<file path="src/rtl/tog_pulse_rx.sv">
// -----------------------------------------------------------------------------
// tog_pulse_rx
// Receive side of a toggle-event crossing. The sender flips tog_in once per
// event. This block synchronizes that level into the clk domain and detects
// each level change. Every change is presented as one event on a
// valid/ready handshake.
//
// Parameters
//   SYNC_STAGES : synchronizer depth, legal range 2..4
//   CNT_W       : width of evt_count
//
// Ports
//   clk        in   destination-domain clock
//   rst        in   synchronous, active-high reset
//   tog_in     in   asynchronous toggle level from the sender
//   evt_valid  out  event pending for downstream (registered)
//   evt_ready  in   downstream accepts when evt_valid is also high
//   evt_count  out  detected level changes, modulo 2^CNT_W
//   overrun    out  sticky: an event arrived while one was still pending
//   clr_ovr    in   clears overrun (a simultaneous new drop wins)
//   level      out  synchronized tog_in (last synchronizer stage)
//   tog_ack    out  acknowledge toggle back to the sender
//
// Build option
//   TOG_RX_ACK_EN : when defined, tog_ack is a flop that inverts on every
//                   accepted handshake. When undefined, tog_ack is tied to 0.
//
// Sender constraint: tog_in must hold each level for at least 2 clk periods.
// If it toggles faster, the changes can merge, and merged toggles are lost
// silently.
// -----------------------------------------------------------------------------
module tog_pulse_rx #(
    parameter int SYNC_STAGES = 2,
    parameter int CNT_W       = 8
) (
    input  logic             clk,
    input  logic             rst,
    input  logic             tog_in,
    output logic             evt_valid,
    input  logic             evt_ready,
    output logic [CNT_W-1:0] evt_count,
    output logic             overrun,
    input  logic             clr_ovr,
    output logic             level,
    output logic             tog_ack
);

    typedef enum logic [0:0] {
        IDLE = 1'b0,
        PEND = 1'b1
    } state_t;

    // Priming lasts SYNC_STAGES+1 cycles. The counter runs 0..SYNC_STAGES.
    localparam logic [2:0] PRIME_LAST = 3'(SYNC_STAGES);

    logic [SYNC_STAGES-1:0] sync_r;
    logic                   prev_r;
    logic [2:0]             prime_cnt_r;
    logic                   armed_r;
    logic                   edge_s;
    state_t                 state_r;
    state_t                 state_nxt_s;
    logic                   valid_nxt_s;
    logic                   drop_s;
    logic                   evt_valid_r;
    logic [CNT_W-1:0]       evt_count_r;
    logic                   overrun_r;

    assign level = sync_r[SYNC_STAGES-1];

    // Level changes count only after priming. This keeps a tog_in that is
    // held high through reset from producing a spurious event.
    assign edge_s = armed_r & (level ^ prev_r);

    // Synchronizer chain for the asynchronous toggle level.
    always_ff @(posedge clk) begin
        if (rst) begin
            sync_r <= {SYNC_STAGES{1'b0}};
        end else begin
            sync_r <= {sync_r[SYNC_STAGES-2:0], tog_in};
        end
    end

    // Previous synchronized level, used for change detection.
    always_ff @(posedge clk) begin
        if (rst) begin
            prev_r <= 1'b0;
        end else begin
            prev_r <= level;
        end
    end

    // Priming counter. Arms edge detection once the chain has settled.
    always_ff @(posedge clk) begin
        if (rst) begin
            prime_cnt_r <= 3'd0;
            armed_r     <= 1'b0;
        end else if (!armed_r) begin
            if (prime_cnt_r == PRIME_LAST) begin
                armed_r <= 1'b1;
            end else begin
                prime_cnt_r <= prime_cnt_r + 3'd1;
            end
        end
    end

    // FSM state register.
    always_ff @(posedge clk) begin
        if (rst) begin
            state_r <= IDLE;
        end else begin
            state_r <= state_nxt_s;
        end
    end

    // FSM next-state logic. An edge together with an accept keeps PEND,
    // so back-to-back events see no bubble.
    always_comb begin
        state_nxt_s = state_r;
        case (state_r)
            IDLE: begin
                if (edge_s) begin
                    state_nxt_s = PEND;
                end else begin
                    state_nxt_s = IDLE;
                end
            end
            PEND: begin
                if (evt_ready && !edge_s) begin
                    state_nxt_s = IDLE;
                end else begin
                    state_nxt_s = PEND;
                end
            end
            default: state_nxt_s = IDLE;
        endcase
    end

    // FSM output decode. Produces the next evt_valid and the drop condition.
    always_comb begin
        valid_nxt_s = 1'b0;
        drop_s      = 1'b0;
        case (state_r)
            IDLE: begin
                valid_nxt_s = edge_s;
                drop_s      = 1'b0;
            end
            PEND: begin
                valid_nxt_s = (state_nxt_s == PEND);
                drop_s      = edge_s & ~evt_ready;
            end
            default: begin
                valid_nxt_s = 1'b0;
                drop_s      = 1'b0;
            end
        endcase
    end

    // Registered evt_valid. It is high exactly while the FSM is in PEND.
    always_ff @(posedge clk) begin
        if (rst) begin
            evt_valid_r <= 1'b0;
        end else begin
            evt_valid_r <= valid_nxt_s;
        end
    end

    // Event counter. It counts every detected change, dropped ones included,
    // and wraps silently.
    always_ff @(posedge clk) begin
        if (rst) begin
            evt_count_r <= {CNT_W{1'b0}};
        end else if (edge_s) begin
            evt_count_r <= evt_count_r + {{(CNT_W-1){1'b0}}, 1'b1};
        end
    end

    // Sticky overrun flag. Setting takes priority over clearing.
    always_ff @(posedge clk) begin
        if (rst) begin
            overrun_r <= 1'b0;
        end else if (drop_s) begin
            overrun_r <= 1'b1;
        end else if (clr_ovr) begin
            overrun_r <= 1'b0;
        end
    end

    assign evt_valid = evt_valid_r;
    assign evt_count = evt_count_r;
    assign overrun   = overrun_r;

`ifdef TOG_RX_ACK_EN
    logic accept_s;
    logic tog_ack_r;

    assign accept_s = evt_valid_r & evt_ready;

    // Two-phase acknowledge. It inverts on each accepted handshake.
    always_ff @(posedge clk) begin
        if (rst) begin
            tog_ack_r <= 1'b0;
        end else if (accept_s) begin
            tog_ack_r <= ~tog_ack_r;
        end
    end

    assign tog_ack = tog_ack_r;
`else
    assign tog_ack = 1'b0;
`endif

endmodule

</file>
<file path="config.mk">
export PLATFORM = sky130hd
export DESIGN_NAME = tog_pulse_rx
export DESIGN_NICKNAME = d
export VERILOG_FILES = /design/src/rtl/tog_pulse_rx.sv
export SDC_FILE = /design/constraint.sdc
export NUM_CORES = 1
export LEC_CHECK = 0
export CAP_MARGIN = 20
export CORE_ASPECT_RATIO = 0.9
export CORE_UTILIZATION = 50
export CTS_CLUSTER_DIAMETER = 60
export CTS_CLUSTER_SIZE = 25
export DETAILED_ROUTE_END_ITERATION = 6
export PLACE_DENSITY = 0.82
export SLEW_MARGIN = 40
export SYNTH_ARGS = -nofsm -noshare
export SYNTH_HDL_FRONTEND = slang
export SYNTH_SLANG_ARGS = --single-unit
</file>
<file path="constraint.sdc">
create_clock -name clk -period 3.6 [get_ports clk]
set_input_delay 0.72 -clock clk [delete_from_list [all_inputs] [get_ports clk]]
set_output_delay 0.72 -clock clk [all_outputs]
set_load 0.01 [all_outputs]
</file>
==> metrics.csv <==
stage,metric,value,unit
clock_tree,clock sinks,17,
placed_design,PortBufs,15,
grt,antenna violations before repair,0,
clock_tree,# H-tree levels,1,
placed_design,DP HPWL,937,um
route,top routing layer in use,met3,
route,post-detailed-route count of antenna-violating nets,0,
sta,fmax,493,MHz
layout,nets,106,
logic_synthesis,number of synthesized register bits,17,
critical_path,Crit Path Class,reg2out,
route,wire per inst,11.9,um
route,length of the first detailed-routing pass in iterations,4,
logic_synthesis,sequential share of the synthesized area,46.0,%
pwr,Pwr Density,422,nW/um^2
layout,area grow syn2layout,23.7,%
placed_design,gp weighted congestion,0.679,
layout,area of the multi-input gates,365,um^2
critical_path,CP required,2.88,ns
critical_path,CP peak stage delay,0.58,ns
layout,"commonest non-fill, non-tap cell in the layout",dfxtp_1,
floorplanning,Die H,38.5,um
clock_tree,total CTS buffers,3,
clock_tree,clock slew seen by the registers of the worst setup and hold paths,0.09,ns
grt,global-route wire length before repair,2.18,mm
sta,"Hold Vio Cnt, Final",0,
logic_synthesis,Post-Syn Area,739,um^2
grt,total track usage,18.4,%
clock_tree,Root Buffer,clkbuf_4,
route,DRT Wirelength,1.32,mm
route,First DRT Iteration DRCs,7,
route,DR DRC count,0,
sta,Slew @ Worst Pin,0.602,ns
layout,register area,340,um^2
sta,hold slack,0.452,ns
layout,Filler Cells Inserted,115,
clock_tree,CTS tree,done,
clock_tree,clock tree buffer depth,2,
logic_synthesis,Mapped Cells,83,
floorplanning,initial core utilization,56.6,%
grt,number of global-route vias before repair,523,
pwr,LEAKAGE,0.314,nW
logic_synthesis,synth warn,0,
sta,RSZ-0062 raised after global routing,false,
sta,TNS Setup,0,ns
min_path,Hold Crit Class,reg2reg,
critical_path,crit path DAT,1.31,ns
critical_path,Worst Path Buf+Inv,1,
layout,"commonest non-fill, non-tap cells in the layout","dfxtp_1 (17), clkdlybuf4s50_1 (15), a21oi_1 (12)",
floorplanning,die area,1640,um^2
floorplanning,Cell Rows,12,
clock_tree,postcts setup bufs,0,
pwr,Max rail drop VDD,284,uV
floorplanning,Core Footprint,1310,um^2
critical_path,endpoint class of the critical path,primary output,
sta,crit path time final,2.03,ns
clock_tree,"Gates resized, CTS repair",0,
route,Vias/cell,5.56,
sta,Rel. slew slack,59.8,%
sta,final worst-path cycle share,56.3,%
critical_path,Crit path max-delay family,buffers and inverters,
run_status,outcome,"complete, no violations",
layout,share of cells above drive strength 1,5.15,%
grt,GRT overflow,0,
logic_synthesis,Mapped Avg Cell Area,8.91,um^2
floorplanning,Die Width,42.5,um
logic_synthesis,synthesized net count,91,
logic_synthesis,Netlist cell types,25,
grt,largest net degree at the start of global routing,19,
run,Max Cap Violations,0,
route,DRT met1 WL,654,um
sta,Slew Limit Fails,0,
critical_path,crit-path cells,clkdlybuf4s50_1,
critical_path,CP Max Fanout,7,
layout,diode count,0,
critical_path,type of origin of the critical path,flop,
critical_path,critical path's slowest cell,clkdlybuf4s50_1,
sta,# setup viols final,0,
sta,worst clock skew,0.00282,ns
floorplanning,Top-Level Pins,17,
route,Vias,617,
route,met2 routed WL,597,um
route,Met3 Wirelength,70,um
clock_tree,worst-skew pair later-pin latency,0.29,ns
clock_tree,cts hold-fix bufs,0,
==> path summary, 6_finish.rpt <==
path | start | to | slack [ns] | cells past startpoint
worst max register to register | armed_r$_SDFF_PP0_ | evt_count[7]$_SDFFE_PP0P_ | 1.97 | 3
worst max-delay path | evt_count[2]$_SDFFE_PP0P_ | evt_count[2] | 1.57 | 1
worst min register to register | sync_r[0]$_SDFF_PP0_ | sync_r[1]$_SDFF_PP0_ | 0.45 | 1
worst min-delay path | sync_r[0]$_SDFF_PP0_ | sync_r[1]$_SDFF_PP0_ | 0.45 | 1
==> power breakdown <==
part / total, W / switching [W] / internal, W
clock network: 0.0000993 / 0.0000562 / 0.0000431
registers: 0.000225 / 0.0000202 / 0.000205
logic: 0.0000614 / 0.0000297 / 0.0000318
total: 0.000386 / 0.000106 / 0.000280
==> state kept, by name, indices dropped and copies added, names as in the netlist <==
name         cells
armed_r          1
evt_count        8
overrun          1
prev_r           1
prime_cnt_r      3
state_r          1
sync_r           2
==> cells by family (layout without fill, tap and decap cells) <==
group,after synthesis,in the layout,synth area share (%)
buf+inv,9,23,5.58
other cells,1,1,0.507
compound gates,22,22,16.2
xor+xnor,2,2,2.37
mux,1,1,1.52
flops,17,17,46.0
fa+ha+maj,3,3,5.08
simple gates,28,28,22.7
==> stage by stage <==
stage	total power, W	instance area, um^2	utilization, %	setup slack [ns]	instances
after CTS	0.000389	907	69.4	1.57	111
final	0.000386	915	70.0	1.57	111
after floorplan	0.000275	739	-	2.14	83
after detailed placement	0.000291	881	67.4	1.45	107
after global placement	0.000287	881	67.4	1.52	107
after global routing	0.000413	915	70.0	1.51	111
==> Yosys cell counts <==
cell type,n,area [um^2]
nand2_1,3,11.3
buf_4,2,15.0
xnor2_1,1,8.76
nor4b_1,1,8.76
dfxtp_1,17,340
clkbuf_1,2,7.51
nor2b_1,4,25.0
a21oi_1,12,60.1
nor2_1,3,11.3
conb_1,1,3.75
mux2_1,1,11.3
or4_1,5,37.5
xor2_1,1,8.76
nand3_1,3,15.0
o31ai_1,4,30.0
or3_1,5,31.3
o21ai_0,5,25.0
ha_1,3,37.5
inv_1,3,11.3
nand4_1,1,6.26
nor2b_2,1,8.76
o21ai_1,1,5.00
buf_1,1,3.75
clkinv_1,1,3.75
nand2b_1,2,12.5
==> final cells by class <==
class,count,area share (%)
clock buffers,4,2.87
multi-input cells,57,39.9
inverters,4,1.64
repair buffers,15,16.4
flip-flops and latches,17,37.2
well taps,14,1.92
==> routing by layer <==
layer	up-vias	GRT usage, %
met3	0	8.49
met2	15	30.4
li1	321	-
met1	281	22.7
met4	0	2.34
met5	-	0
Power figures use the tool's default switching activity.
==> RTL change 1, RTL diff (same settings) <==
Add a define of `TOG_RX_ACK_EN`.
--- a/src/rtl/tog_pulse_rx.sv
+++ b/src/rtl/tog_pulse_rx.sv
@@ -29,6 +29,8 @@
 // If it toggles faster, the changes can merge, and merged toggles are lost
 // silently.
 // -----------------------------------------------------------------------------
+`define TOG_RX_ACK_EN
+
 module tog_pulse_rx #(
     parameter int SYNC_STAGES = 2,
     parameter int CNT_W       = 8
Formal check against the unedited RTL: not equivalent (a bounded check fails within 10 cycles, from zero or initial values and one cycle with rst high).
==> RTL change 1 against the original RTL <==
- sequential cell count increased by 1
- synthesized area decreased by 0.34%
- first-iteration DRC count decreased by 29%
- total power is 10% higher
- highest routed layer is now met4
- worst setup slack improved by 0.0081 ns
- count of clock-buffer cells in the layout is the same
- core utilization is 1.8 points higher
- wire length decreased by 11%
- largest cell class is now registers
- register-to-register slack improved by 0.09 ns
- design area up 2.6%
- clock skew decreased by 0.00077 ns
- die area decreased by 0.31%
==> RTL change 1: results <==
set metrics [dict create \
    status "finished clean" \
    path_max_fanout 6 \
    h-tree-depth 1 \
    gp_congestion 0.717 \
    antenna_found_initial 0 \
    clk_path_buf_depth 2 \
    drt-initial-drc-count 5 \
    arrival_ns 1.30 \
    vias_per_cell 5.16 \
    grt_first_pass_wirelength_um 1800 \
    ctsResizeCount 0 \
    synthArstFlopShare_pct 0 \
    ys_types 24 \
    crit_family "buffers and inverters" \
    critical_path.max_stage_delay_ns 0.58 \
    ys_warn_count 0 \
    skew_ns 0.00206 \
    clkTransAtPathRegs_ns 0.10 \
    drive_above_1_share_pct 6.12 \
    yosysSeqAreaShare_pct 48.9 \
    antenna_cells 0 \
    worst-r2r-cell-count 4 \
    drt-total-wl_um 1170 \
    track_usage_pct 15.5 \
    slowest_stage "clkdlybuf4s50_1" \
    cts-root-buf "clkbuf_4" \
    ir_drop_uv 397 \
    synth_nets 89 \
    synth_area_leaders "dfxtp_1 49%, nor2_1 6.1%, ha_1 5.1%" \
    p_leak_nw 0.342 \
    drtPass1Iterations 2 \
    n_fill_cell 111 \
    cts_buffers 3 \
    fin_cells 112 \
    hp-class "flip-flop to flip-flop" \
    grt_pass1_vias 453 \
    whs_path_depth 1 \
    maxSlewHeadroom_pct 59.2 \
    dpl_cell_area_sq_um 902 \
    grt_max_degree 19 \
    port_buffers 16 \
    hpwl_um 855 \
    syn_inst 81 \
    cts_setup_buffers 0 \
    worstSkewPairLatency_ns 0.29 \
    largest_register_ffs 8 \
    dp_slack_ns 1.76 \
    yosys-top-cells-count "18 x dfxtp_1, 12 x nor2_1, 6 x a21oi_1" \
]
-- RTL change 1: cell types whose count changed in the layout (fill, tap and decap cells not counted), moves of 2 or more --
cell and delta:
nor2_1 +9, a21oi_1 -6, o21ai_0 -4, or3_1 -4
or4_1 -4, xnor2_1 +4, o31ai_1 -3, xor2_1 +3
nand4_1 +2, nor3_1 +2
-- RTL change 1: logic make-up (layout without fill, tap and decap cells) --
group	count (synthesis)	in the layout	synth area share (%)
AOI/OAI and AO/OA	10	10	7.64
buffers and inverters	6	23	3.23
DFF	18	18	48.9
adders and majority gates	3	3	5.09
and+or+nand+nor	35	35	23.4
xor gates and xnor gates	9	9	11.7
-- RTL change 1: final timing paths --
check | startpoint | to | slack (ns)
max | evt_count[0]$_SDFFE_PP0P_ | evt_count[0] | 1.58
max reg2reg | sync_r[1]$_SDFF_PP0_ | evt_count[7]$_SDFFE_PP0P_ | 2.06
min | sync_r[0]$_SDFF_PP0_ | sync_r[1]$_SDFF_PP0_ | 0.45
min reg2reg | sync_r[0]$_SDFF_PP0_ | sync_r[1]$_SDFF_PP0_ | 0.45
-- RTL change 1: report_power, final --
part / internal, mW / leakage, nW / switching, mW
logic: 0.0342 / 0.174 / 0.0344
clock network: 0.0616 / 0.0210 / 0.0597
registers: 0.217 / 0.146 / 0.0184
-- RTL change 1: final cells by class --
| type | instances | area (sq um) | share of cell area [%] |
|---|---|---|---|
| inverters | 3 | 11.3 | 1.20 |
| well taps | 14 | 17.5 | 1.87 |
| clock buffers | 4 | 36.3 | 3.87 |
| flip-flops and latches | 18 | 360 | 38.4 |
| repair buffers | 16 | 160 | 17.1 |
| multi-input cells | 57 | 353 | 37.6 |
-- RTL change 1: metal layers --
metal	share of wire [%]	global-route usage, %
met4	0.94	7.03
met1	46	17.6
met5	0	0
met3	5.5	7.08
met2	47	25.4
==> RTL change 2, RTL diff (same settings) <==
Without the edit above. Register the output `evt_count` once more, with the module's reset; this adds one clock of latency there. The other outputs are not delayed to match.
--- a/src/rtl/tog_pulse_rx.sv
+++ b/src/rtl/tog_pulse_rx.sv
@@ -187,7 +187,13 @@
     end
 
     assign evt_valid = evt_valid_r;
-    assign evt_count = evt_count_r;
+    always_ff @(posedge clk) begin
+        if (rst) begin
+            evt_count <= '0;
+        end else begin
+            evt_count <= evt_count_r;
+        end
+    end
     assign overrun   = overrun_r;
 
 `ifdef TOG_RX_ACK_EN
Check against the original RTL: not equivalent (a bounded check fails within 10 cycles, from zero or initial values and one cycle with rst high).
==> RTL change 2 against the original RTL <==
- worst setup slack got worse by 0.015 ns
- synthesized area rose by 32%
- register-to-register slack got worse by 0.02 ns
- total power rose by 30%
- design area rose by 27%
- combinational power rose by 9.9%
- core utilization fell by 3.9 points
- non-clock buffer count rose by 1
- clock power rose by 21%
- sequential cell count rose by 8
- wire length rose by 14%
- count of clock-buffer cells in the layout did not move
- first-iteration DRC count fell by 43%
- largest cell class is now registers
- largest power group unchanged
- highest routed layer is now met4
==> RTL change 2: results <==
set metrics [dict create \
    synth_xor_area_share_pct 1.79 \
    status "finished clean" \
    synth_compound_area_share_pct 7.18 \
    grt_max_degree 26 \
    synth_area_leaders "dfxtp_1 51%, nor2b_1 6.4%, mux2_1 4.6%" \
    synth_nets 104 \
    n_fill_cell 143 \
    p_leak_nw 0.446 \
    skew_ns 0.00202 \
    ir_drop_uv 346 \
    h-tree-depth 1 \
    yosys-top-cells-count "25 x dfxtp_1, 10 x nor2b_1, 8 x a21oi_1" \
    ys_types 30 \
    drive_above_1_share_pct 9.91 \
    grt_first_pass_wirelength_um 2620 \
    yosys.area_share.adder_pct 3.85 \
    grt_pass1_vias 607 \
    hpwl_um 1100 \
    maxSlewHeadroom_pct 62.5 \
    path_max_fanout 4 \
    wl_per_cell_um 11.2 \
    dp_slack_ns 1.52 \
    drt-initial-drc-count 4 \
    yosysSeqAreaShare_pct 51.3 \
    synthMuxAreaShare_pct 5.77 \
    clkTransAtPathRegs_ns 0.12 \
    layout.nets 120 \
    gp_congestion 0.756 \
]
==> RTL change 2: cell count changes after synthesis, moves of 4 or more <==
| cell | change |
|---|---|
| nor2_1 | +4 |
| or4_1 | -4 |
| dfxtp_1 | +8 |
| nor2b_1 | +6 |
| a21oi_1 | -4 |
| o31ai_1 | -4 |
==> RTL change 2: cell type report <==
type                            count  area (sq um)  area share (%)
Clock buffer                        4          26.3            2.27
Timing Repair Buffer               16           158            13.6
Sequential cell                    25           500            43.2
Tap cell                           24          30.0            2.59
Multi-Input combinational cell     63           433            37.4
Inverter                            3          11.3           0.972
==> RTL change 2: cell families after synthesis <==
group | after synthesis
buffers and inverters | 8
DFF | 25
xor gates and xnor gates | 2
AOI/OAI and AO/OA | 14
muxes | 5
and+or+nand+nor | 38
other | 1
adders and majority gates | 3
==> RTL change 2: where the power goes <==
group	internal [mW]	leakage [nW]	switching (mW)
clock	0.0434	0.0150	0.0763
combinational	0.0338	0.229	0.0337
sequential	0.294	0.203	0.0219
total	0.371	0.446	0.132
==> RTL change 2: metrics by stage <==
step / area (sq um) / total power [mW] / std cells
after floorplan: 976 / 0.371 / 96
after global placement: 1120 / 0.382 / 131
after detailed placement: 1130 / 0.390 / 131
after CTS: 1160 / 0.509 / 135
after global routing: 1160 / 0.540 / 135
final: 1160 / 0.503 / 135
==> RTL change 2: worst paths after layout <==
path | start | to | slack [ns] | depth (start not counted)
worst min-delay path | sync_r[0]$_SDFF_PP0_ | sync_r[1]$_SDFF_PP0_ | 0.46 | 1
worst max register to register | armed_r$_SDFF_PP0_ | evt_count_r[5]$_SDFFE_PP0P_ | 1.95 | 3
worst min register to register | sync_r[0]$_SDFF_PP0_ | sync_r[1]$_SDFF_PP0_ | 0.46 | 1
worst max-delay path | sync_r[1]$_SDFF_PP0_ | level | 1.56 | 1
==> RTL change 2: routing by layer <==
layer,track usage [%],routed length (um),up-vias
met2,27.9,714,18
met1,20.0,681,302
met4,5.29,18,0
met3,7.37,93,2
met5,0,0,-
li1,-,-,352
